### src/rtl/bitop_arbiter.sv
// Round-robin arbiter sharing one AND/OR/XOR/ANDN unit among four requesters; optional grant stats via BITOP_ARB_STATS_EN.
// One-cycle latency into a single-entry result buffer; grants stop while the buffer is full and res_ready is low.
module bitop_arbiter #(
  parameter int WIDTH = 32
) (
  input  logic               clock,
  input  logic               resetn,
  input  logic [3:0]         req_valid,
  input  logic [7:0]         req_op,
  input  logic [4*WIDTH-1:0] req_x,
  input  logic [4*WIDTH-1:0] req_y,
  output logic [3:0]         req_ready,
  output logic               res_valid,
  output logic [1:0]         res_id,
  output logic [WIDTH-1:0]   res_data,
  input  logic               res_ready
`ifdef BITOP_ARB_STATS_EN
  ,
  input  logic [1:0]         stat_sel,
  output logic [15:0]        stat_count
`endif
);

  typedef enum logic {EMPTY, FULL} buf_state_t;

  buf_state_t       state, state_nxt;
  logic [1:0]       rr_ptr;
  logic [1:0]       win_id;
  logic [1:0]       cand;
  logic             win_found;
  logic             can_accept;
  logic             accept;
  logic [1:0]       sel_op;
  logic [WIDTH-1:0] sel_x, sel_y, alu_out;

  // Walk from the highest offset down so the first valid requester after rr_ptr is the last one kept.
  always_comb begin
    win_found = 1'b0;
    win_id    = rr_ptr;
    cand      = rr_ptr;
    for (int k = 3; k >= 0; k--) begin
      cand = rr_ptr + k[1:0];
      if (req_valid[cand]) begin
        win_found = 1'b1;
        win_id    = cand;
      end
    end
  end

  // Reset gates the grant so nothing is offered while resetn is low.
  assign can_accept = resetn && ((state == EMPTY) || res_ready);
  assign accept     = can_accept && win_found;

  always_comb begin
    req_ready = 4'b0000;
    if (accept) req_ready[win_id] = 1'b1;
  end

  always_comb begin
    sel_op = req_op[2*win_id +: 2];
    sel_x  = req_x[WIDTH*win_id +: WIDTH];
    sel_y  = req_y[WIDTH*win_id +: WIDTH];
    case (sel_op)
      2'b00:   alu_out = sel_x & sel_y;
      2'b01:   alu_out = sel_x | sel_y;
      2'b10:   alu_out = sel_x ^ sel_y;
      default: alu_out = sel_x & ~sel_y;
    endcase
  end

  always_comb begin
    state_nxt = state;
    case (state)
      EMPTY:   if (accept) state_nxt = FULL;
      FULL:    if (!accept && res_ready) state_nxt = EMPTY;
      default: state_nxt = EMPTY;
    endcase
  end

  always_ff @(posedge clock or negedge resetn) begin
    if (!resetn) begin
      state    <= EMPTY;
      rr_ptr   <= 2'd0;
      res_id   <= 2'd0;
      res_data <= '0;
    end else begin
      state <= state_nxt;
      if (accept) begin
        rr_ptr   <= win_id + 2'd1;
        res_id   <= win_id;
        res_data <= alu_out;
      end
    end
  end

  assign res_valid = (state == FULL);

`ifdef BITOP_ARB_STATS_EN
  logic [15:0] grant_cnt [4];

  always_ff @(posedge clock or negedge resetn) begin
    if (!resetn) begin
      for (int i = 0; i < 4; i++) grant_cnt[i] <= 16'd0;
    end else begin
      for (int i = 0; i < 4; i++) begin
        if (accept && win_id == i[1:0] && grant_cnt[i] != 16'hFFFF)
          grant_cnt[i] <= grant_cnt[i] + 16'd1;
      end
    end
  end

  assign stat_count = grant_cnt[stat_sel];
`endif

endmodule

### config.mk
export PLATFORM = sky130hd
export DESIGN_NAME = bitop_arbiter
export DESIGN_NICKNAME = d
export VERILOG_FILES = /design/src/rtl/bitop_arbiter.sv
export SDC_FILE = /design/constraint.sdc
export NUM_CORES = 1
export LEC_CHECK = 0
export CAP_MARGIN = 10
export CORE_MARGIN = 1.5
export CORE_UTILIZATION = 25
export CTS_CLUSTER_DIAMETER = 150
export DETAILED_ROUTE_END_ITERATION = 7
export PLACE_DENSITY = 0.63
export SYNTH_ARGS = -nofsm -noshare
export SYNTH_HDL_FRONTEND = slang
export SYNTH_SLANG_ARGS = --single-unit
### constraint.sdc
create_clock -name clock -period 3 [get_ports clock]
set_clock_uncertainty 0.15 [all_clocks]
set_input_delay 0.3 -clock clock [delete_from_list [all_inputs] [get_ports clock]]
set_output_delay 0.3 -clock clock [all_outputs]
set_load 0.03 [all_outputs]
After elaboration in Yosys (flattened, before gate mapping)
Index checks and enable logic that the tools add are counted.
{"block": "word_totals", "reg_bits": 37, "input_bits": 271, "out_inout_bits": 39, "wordCells": 55}
{"block": "op_classes", "n_addsub": 4, "order_cmp": 6, "n_eq_ne": 2, "n_shift": 3, "muxes": 23, "n_bitwise": 6, "reduce_logical": 7}
{"operator": "$shiftx A128 B8 Y32", "count": 2}
{"operator": "$pmux W32 S3", "count": 1}
{"operator": "$and A32 B32 Y32", "count": 2}
{"operator": "$not A32 Y32", "count": 1}
{"operator": "$or A32 B32 Y32", "count": 1}
{"operator": "$xor A32 B32 Y32", "count": 1}
{"operator": "$lt A2 B3 Y1 const B", "count": 5}
{"operator": "$mux W1", "count": 11}
{"operator": "$bmux W1 S2", "count": 4}
{"operator": "$mux W2", "count": 4}
{"operator": "$shiftx A8 B4 Y2", "count": 1}
{"operator": "$add A2 B1 Y2 const B", "count": 2}
{"operator": "$add A2 B2 Y2 const B", "count": 2}
{"operator": "$logic_and A1 B1 Y1", "count": 4}
{"operator": "$mux W4", "count": 1}
{"operator": "$demux W1 S2", "count": 1}
{"operator": "$eq A2 B1 Y1 const B", "count": 1}
{"operator": "$eq A2 B2 Y1 const B", "count": 1}
{"operator": "$ge A2 B1 Y1 const B", "count": 1}
{"operator": "$logic_not A2 Y1", "count": 1}
{"operator": "$pmux W1 S2", "count": 1}
{"operator": "$logic_not A1 Y1", "count": 1}
{"operator": "$logic_or A1 B1 Y1", "count": 1}
{"operator": "$not A1 Y1", "count": 1}

Depth between registers and ports, before layout
{"block": "logic_depth", "word_depth": 12, "depth_mapped": 16, "mapped_depth_nobuf": 13}

Worst setup path before layout
No wires, ideal clock.
{"block": "synth_path", "path_kind": "register to register", "from": "register rr_ptr[1]", "to": "register res_data[22]", "setup_ns": 0.126, "arrival_time_ns": 2.985, "required_time_ns": 2.724, "slack_ns": -0.261, "stages_incl_launch_ff": 16, "n_path_buf": 5, "period_less_slack_ns": 3.261, "path_cell_list": "dfrtp_1 inv_1 nor3b_1 o41ai_1 buf_2 buf_4 buf_4 inv_1 nor2_1 nor2_1 ha_1 or3_1 buf_1 clkbuf_1 o22ai_1 a221o_1"}
{"block": "synth_between", "elab_chain_len": 11, "elab_cells_between_ends": 32, "cone_classes": "add/sub (3); eq/ne (2); shift (3); mux (17); bitwise (5); reduce/logical (2)"}
{"item": "start: declaration", "line_no": "27", "text": "logic [1:0] rr_ptr;"}
{"item": "start signal: assignment", "line_no": "89", "text": "rr_ptr <= win_id + 2'd1;"}
{"item": "$add A2 B2 Y2", "line_no": "42", "text": "cand = rr_ptr + k[1:0];"}
{"item": "$bmux W1 S2", "line_no": "43", "text": "if (req_valid[cand]) begin"}
{"item": "$mux W1 (implied by the code)", "line_no": "43"}
{"item": "$mux W2 (3 in a row)", "line_no": "43"}
{"item": "$mux W2 (*)", "line_no": "43"}
{"item": "via win_id[1]", "line_no": "28", "text": "logic [1:0] win_id;"}
{"item": "$shiftx A128 B8 Y32", "line_no": "62", "text": "sel_y = req_y[WIDTH*win_id +: WIDTH];"}
{"item": "$not A32 Y32", "line_no": "67", "text": "default: alu_out = sel_x & ~sel_y;"}
{"item": "$and A32 B32 Y32", "line_no": "67"}
{"item": "$pmux W32 S3 (*)", "line_no": "63", "text": "case (sel_op)"}
{"item": "end signal: assignment", "line_no": "91", "text": "res_data <= alu_out;"}
{"item": "end: declaration", "line_no": "15", "text": "output logic [WIDTH-1:0] res_data,"}
Mark *: on every way through the listed nets, which the timed path passes. The rest lies on a longest branch. The select of a mux whose other input is x is not followed.
A chain may end at the register's enable or synchronous reset.

Final worst setup path
{"block": "layout_path", "from": "register rr_ptr[1]", "to": "register res_data[9]"}
{"block": "layout_between", "elab_chain_len": 11, "elab_cells_between_ends": 32, "cone_classes": "add/sub (3); eq/ne (2); shift (3); mux (17); bitwise (5); reduce/logical (2)"}
{"item": "$add A2 B2 Y2", "line_no": "42"}
{"item": "$bmux W1 S2", "line_no": "43"}
{"item": "$mux W1 (implied by the code)", "line_no": "43"}
{"item": "$mux W2 (4 in a row)", "line_no": "43"}
{"item": "$shiftx A128 B8 Y32", "line_no": "62"}
{"item": "$not A32 Y32", "line_no": "67"}
{"item": "$and A32 B32 Y32", "line_no": "67"}
{"item": "$pmux W32 S3", "line_no": "63"}
Parallel ways exist; a longest one is shown, timed or not. The select of a mux whose other input is x is not followed.

==> flow_summary.json <==
{
  "synth_area_leader_cell": "dfrtp_1",
  "synth_edf_count": 0,
  "holdCritPathClass": "input pin to asynchronous set/reset pin",
  "seq_area_um2": 927,
  "fillers": 1983,
  "end_kind": "flip-flop",
  "crit_start": "rr_ptr[1]$_DFFE_PN0P_",
  "period_minus_slack_ns": 3.08,
  "die_h_um": 150,
  "hold_slack_ns": 0.0712,
  "drtIter0Drc": 230,
  "place_area_mm2": 0.00964,
  "syn_inst": 633,
  "vias_per_cell": 4.91,
  "cts_buffers": 5,
  "drtPass1Iterations": 5,
  "track_usage_pct": 20.2,
  "dieArea_mm2": 0.0224,
  "avgSynthCellArea_um2": 8.50,
  "ys.flop_type": "dfrtp_1",
  "yosysMostFrequentCell": "nand2_1",
  "p_leak_nw": 4.68,
  "drtAntennaViolNets": 0,
  "rows": 53,
  "synthesis.nets": 943,
  "min_period_over_period_pct": 103,
  "ctsHoldBuffers": 0,
  "crit_path_max_fanout": 8,
  "max_freq_mhz": 325,
  "yosysWarnings": 0,
  "die_w_um": 150,
  "netlist_area_mm2": 0.00538,
  "grt_max_degree": 44,
  "grt_remaining_overflow": 0,
  "place_congestion": 0.764,
  "via_count": 6558,
  "start_util_pct": 25.5,
  "cts_max_path_buffers": 2,
  "syn2layout_area_growth_pct": 96.7,
  "cap_violations": 0,
  "ys_types": 34,
  "layout.nets": 1370,
  "netlist_top_cells_area": "dfrtp_1 (17%), mux2i_1 (13%), mux4_2 (11%), nand2_1 (9.2%), ha_1 (9.1%)",
  "slew_violations": 0,
  "dp_slack_ns": -0.638,
  "worstMarginPinSlew_ns": 0.971,
  "wl_mm": 23.5,
  "insertion_delay_ns": 0.29,
  "stdcell_area_mm2": 0.0106,
  "yosysSeqAreaShare_pct": 17.2,
  "arrival_ns": 3.10,
  "postLayoutSetupSlackWorst_ns": -0.0753,
  "cts_tree": "done",
  "antenna_found_initial": 0,
  "synth_common_cells": "nand2_1 (132), mux2i_1 (68), ha_1 (39)",
  "htreeDepth": 2,
  "peakVddDrop_uv": 425,
  "setup_violations": 32,
  "critical_path_class": "flip-flop to flip-flop",
  "io_buffers": 309,
  "outcome": "finished with violations",
  "cp_data_required_time_ns": 3.03,
  "reg2reg_depth": 15,
  "hold_viol": 0,
  "violations": "negative setup slack",
  "setup_tns_ns": -1.17,
  "crit_path_end": "res_data[9]$_DFFE_PN0P_",
  "grt_pass1_wl_mm": 34.9,
  "wire_per_inst_um": 17.6,
  "timing.rr.start": "rr_ptr[1]$_DFFE_PN0P_",
  "cts-root-buf": "clkbuf_16",
  "core_mm2": 0.0211,
  "rsz0062_at_grt": "true",
  "synth_top_area_share_pct": 17.2,
  "max_slew_margin_pct": 35.1,
  "cts.sinks": 37,
  "first_global_vias": 6524,
  "multi_input_comb_area_mm2": 0.00432,
  "drc": 0,
  "reg2reg_setup_slack_ns": -0.08,
  "finalPower_mw": 8.84,
  "n_antenna_cell": 0,
  "synth-seq-cells": 37,
  "cp-start-kind": "flip-flop",
  "p_per_area_mw_per_mm2": 834,
  "rr_endpoint": "res_data[9]$_DFFE_PN0P_",
  "cts.clk_slew.worst_paths_ns": 0.06,
  "synthArstFlopShare_pct": 100,
  "drive_gt1_share_pct": 24.9,
  "place_hpwl_mm": 17.2,
  "ioPinCount": 310
}
[worst max-delay path: stages, from the launching register on]
cell       delay, ns
dfrtp_1         0.37
inv_2           0.07
buf_6           0.11
a2bb2oi_2       0.15
o221a_4         0.26
buf_12          0.14
buf_12          0.13
buf_6           0.10
mux4_2          0.52
inv_2           0.09
ha_4            0.20
nand2_2         0.05
o211ai_1        0.11
nand3_1         0.11
o22ai_1         0.08
a221o_1         0.31
[logic make-up (layout without fill, tap and decap cells)]
| logic type | Yosys count | in the layout | share of synthesized area (%) |
|---|---|---|---|
| DFF | 37 | 37 | 17.2 |
| xor gates and xnor gates | 32 | 32 | 5.21 |
| and+or+nand+nor | 225 | 225 | 18.8 |
| buffers and inverters | 93 | 521 | 8.34 |
| AOI/OAI and AO/OA | 107 | 107 | 15.0 |
| adders and majority gates | 39 | 39 | 9.07 |
| muxes | 100 | 100 | 26.5 |
[what timing repair did]
action                     in CTS  in global routing
gates resized for setup        68                 31
pin swaps                      18                 28
setup buffers                  28                  7
setup endpoints to repair      32                 32
gates cloned                    5                  1
[worst min-delay path by stage]
stage                          start  slack (ns)                       end
2_1_floorplan                 resetn       -0.15   res_data[0]$_DFFE_PN0P_
3_3_place_gp   res_id[0]$_DFFE_PN0P_        0.33     res_id[0]$_DFFE_PN0P_
3_5_place_dp   res_id[1]$_DFFE_PN0P_        0.34     res_id[1]$_DFFE_PN0P_
4_1_cts                       resetn        0.09  res_data[16]$_DFFE_PN0P_
5_1_grt                       resetn        0.11  res_data[16]$_DFFE_PN0P_
6_report                      resetn        0.07  res_data[27]$_DFFE_PN0P_
[layout by cell type (no fill, tap or decap), drive strengths merged]
master	Yosys	layout
a21oi	2	2
nor2b	4	4
mux4	32	32
nand3	36	36
clkinv	0	1
and2	4	4
o41ai	2	2
or2	2	2
or3	2	2
clkbuf	32	9
o21ai	19	19
ha	39	39
o221a	1	1
dfrtp	37	37
o22ai	32	32
a221o	32	32
bufbuf	0	3
nor3	1	1
a2bb2oi	1	1
nand2	132	132
nor2	9	9
xnor2	32	32
nand2b	2	2
buf	25	169
mux2i	68	68
clkdlybuf4s50	0	300
and3	32	32
nor3b	1	1
dlygate4sd2	0	4
o211ai	18	18
inv	36	35
[where the power goes]
group	internal (mW)	total, mW	switching, mW
Clock	0.310	0.543	0.232
Sequential	0.714	0.842	0.128
Combinational	3.96	7.45	3.50
[layout make-up]
| type | instances | area share [%] |
|---|---|---|
| multi-input cells | 503 | 40.8 |
| clock buffers | 8 | 1.29 |
| well taps | 275 | 3.25 |
| repair buffers | 477 | 44.4 |
| inverters | 36 | 1.44 |
| flip-flops and latches | 37 | 8.76 |
[stage by stage]
step / std cells / util, %
global placement: 1289 / 45.7
floorplan: 633 / -
finish: 1336 / 50.2
CTS: 1328 / 49.0
detailed placement: 1289 / 45.7
global route: 1336 / 50.2
[per-layer routing]
| layer | part of all wire [%] | vias to the layer above | global-route usage [%] |
|---|---|---|---|
| met3 | 7.6 | 29 | 4.30 |
| met4 | 2.2 | 0 | 5.49 |
| li1 | - | 3185 | - |
| met5 | 0 | - | 0 |
| met2 | 51 | 254 | 37.3 |
| met1 | 39 | 3090 | 23.5 |
[state kept, by name, summed over array words and instances (netlist names)]
name	count
res_data	32
res_id	2
rr_ptr	2
res_valid	1
No activity file was read; power rests on OpenSTA's default activity.
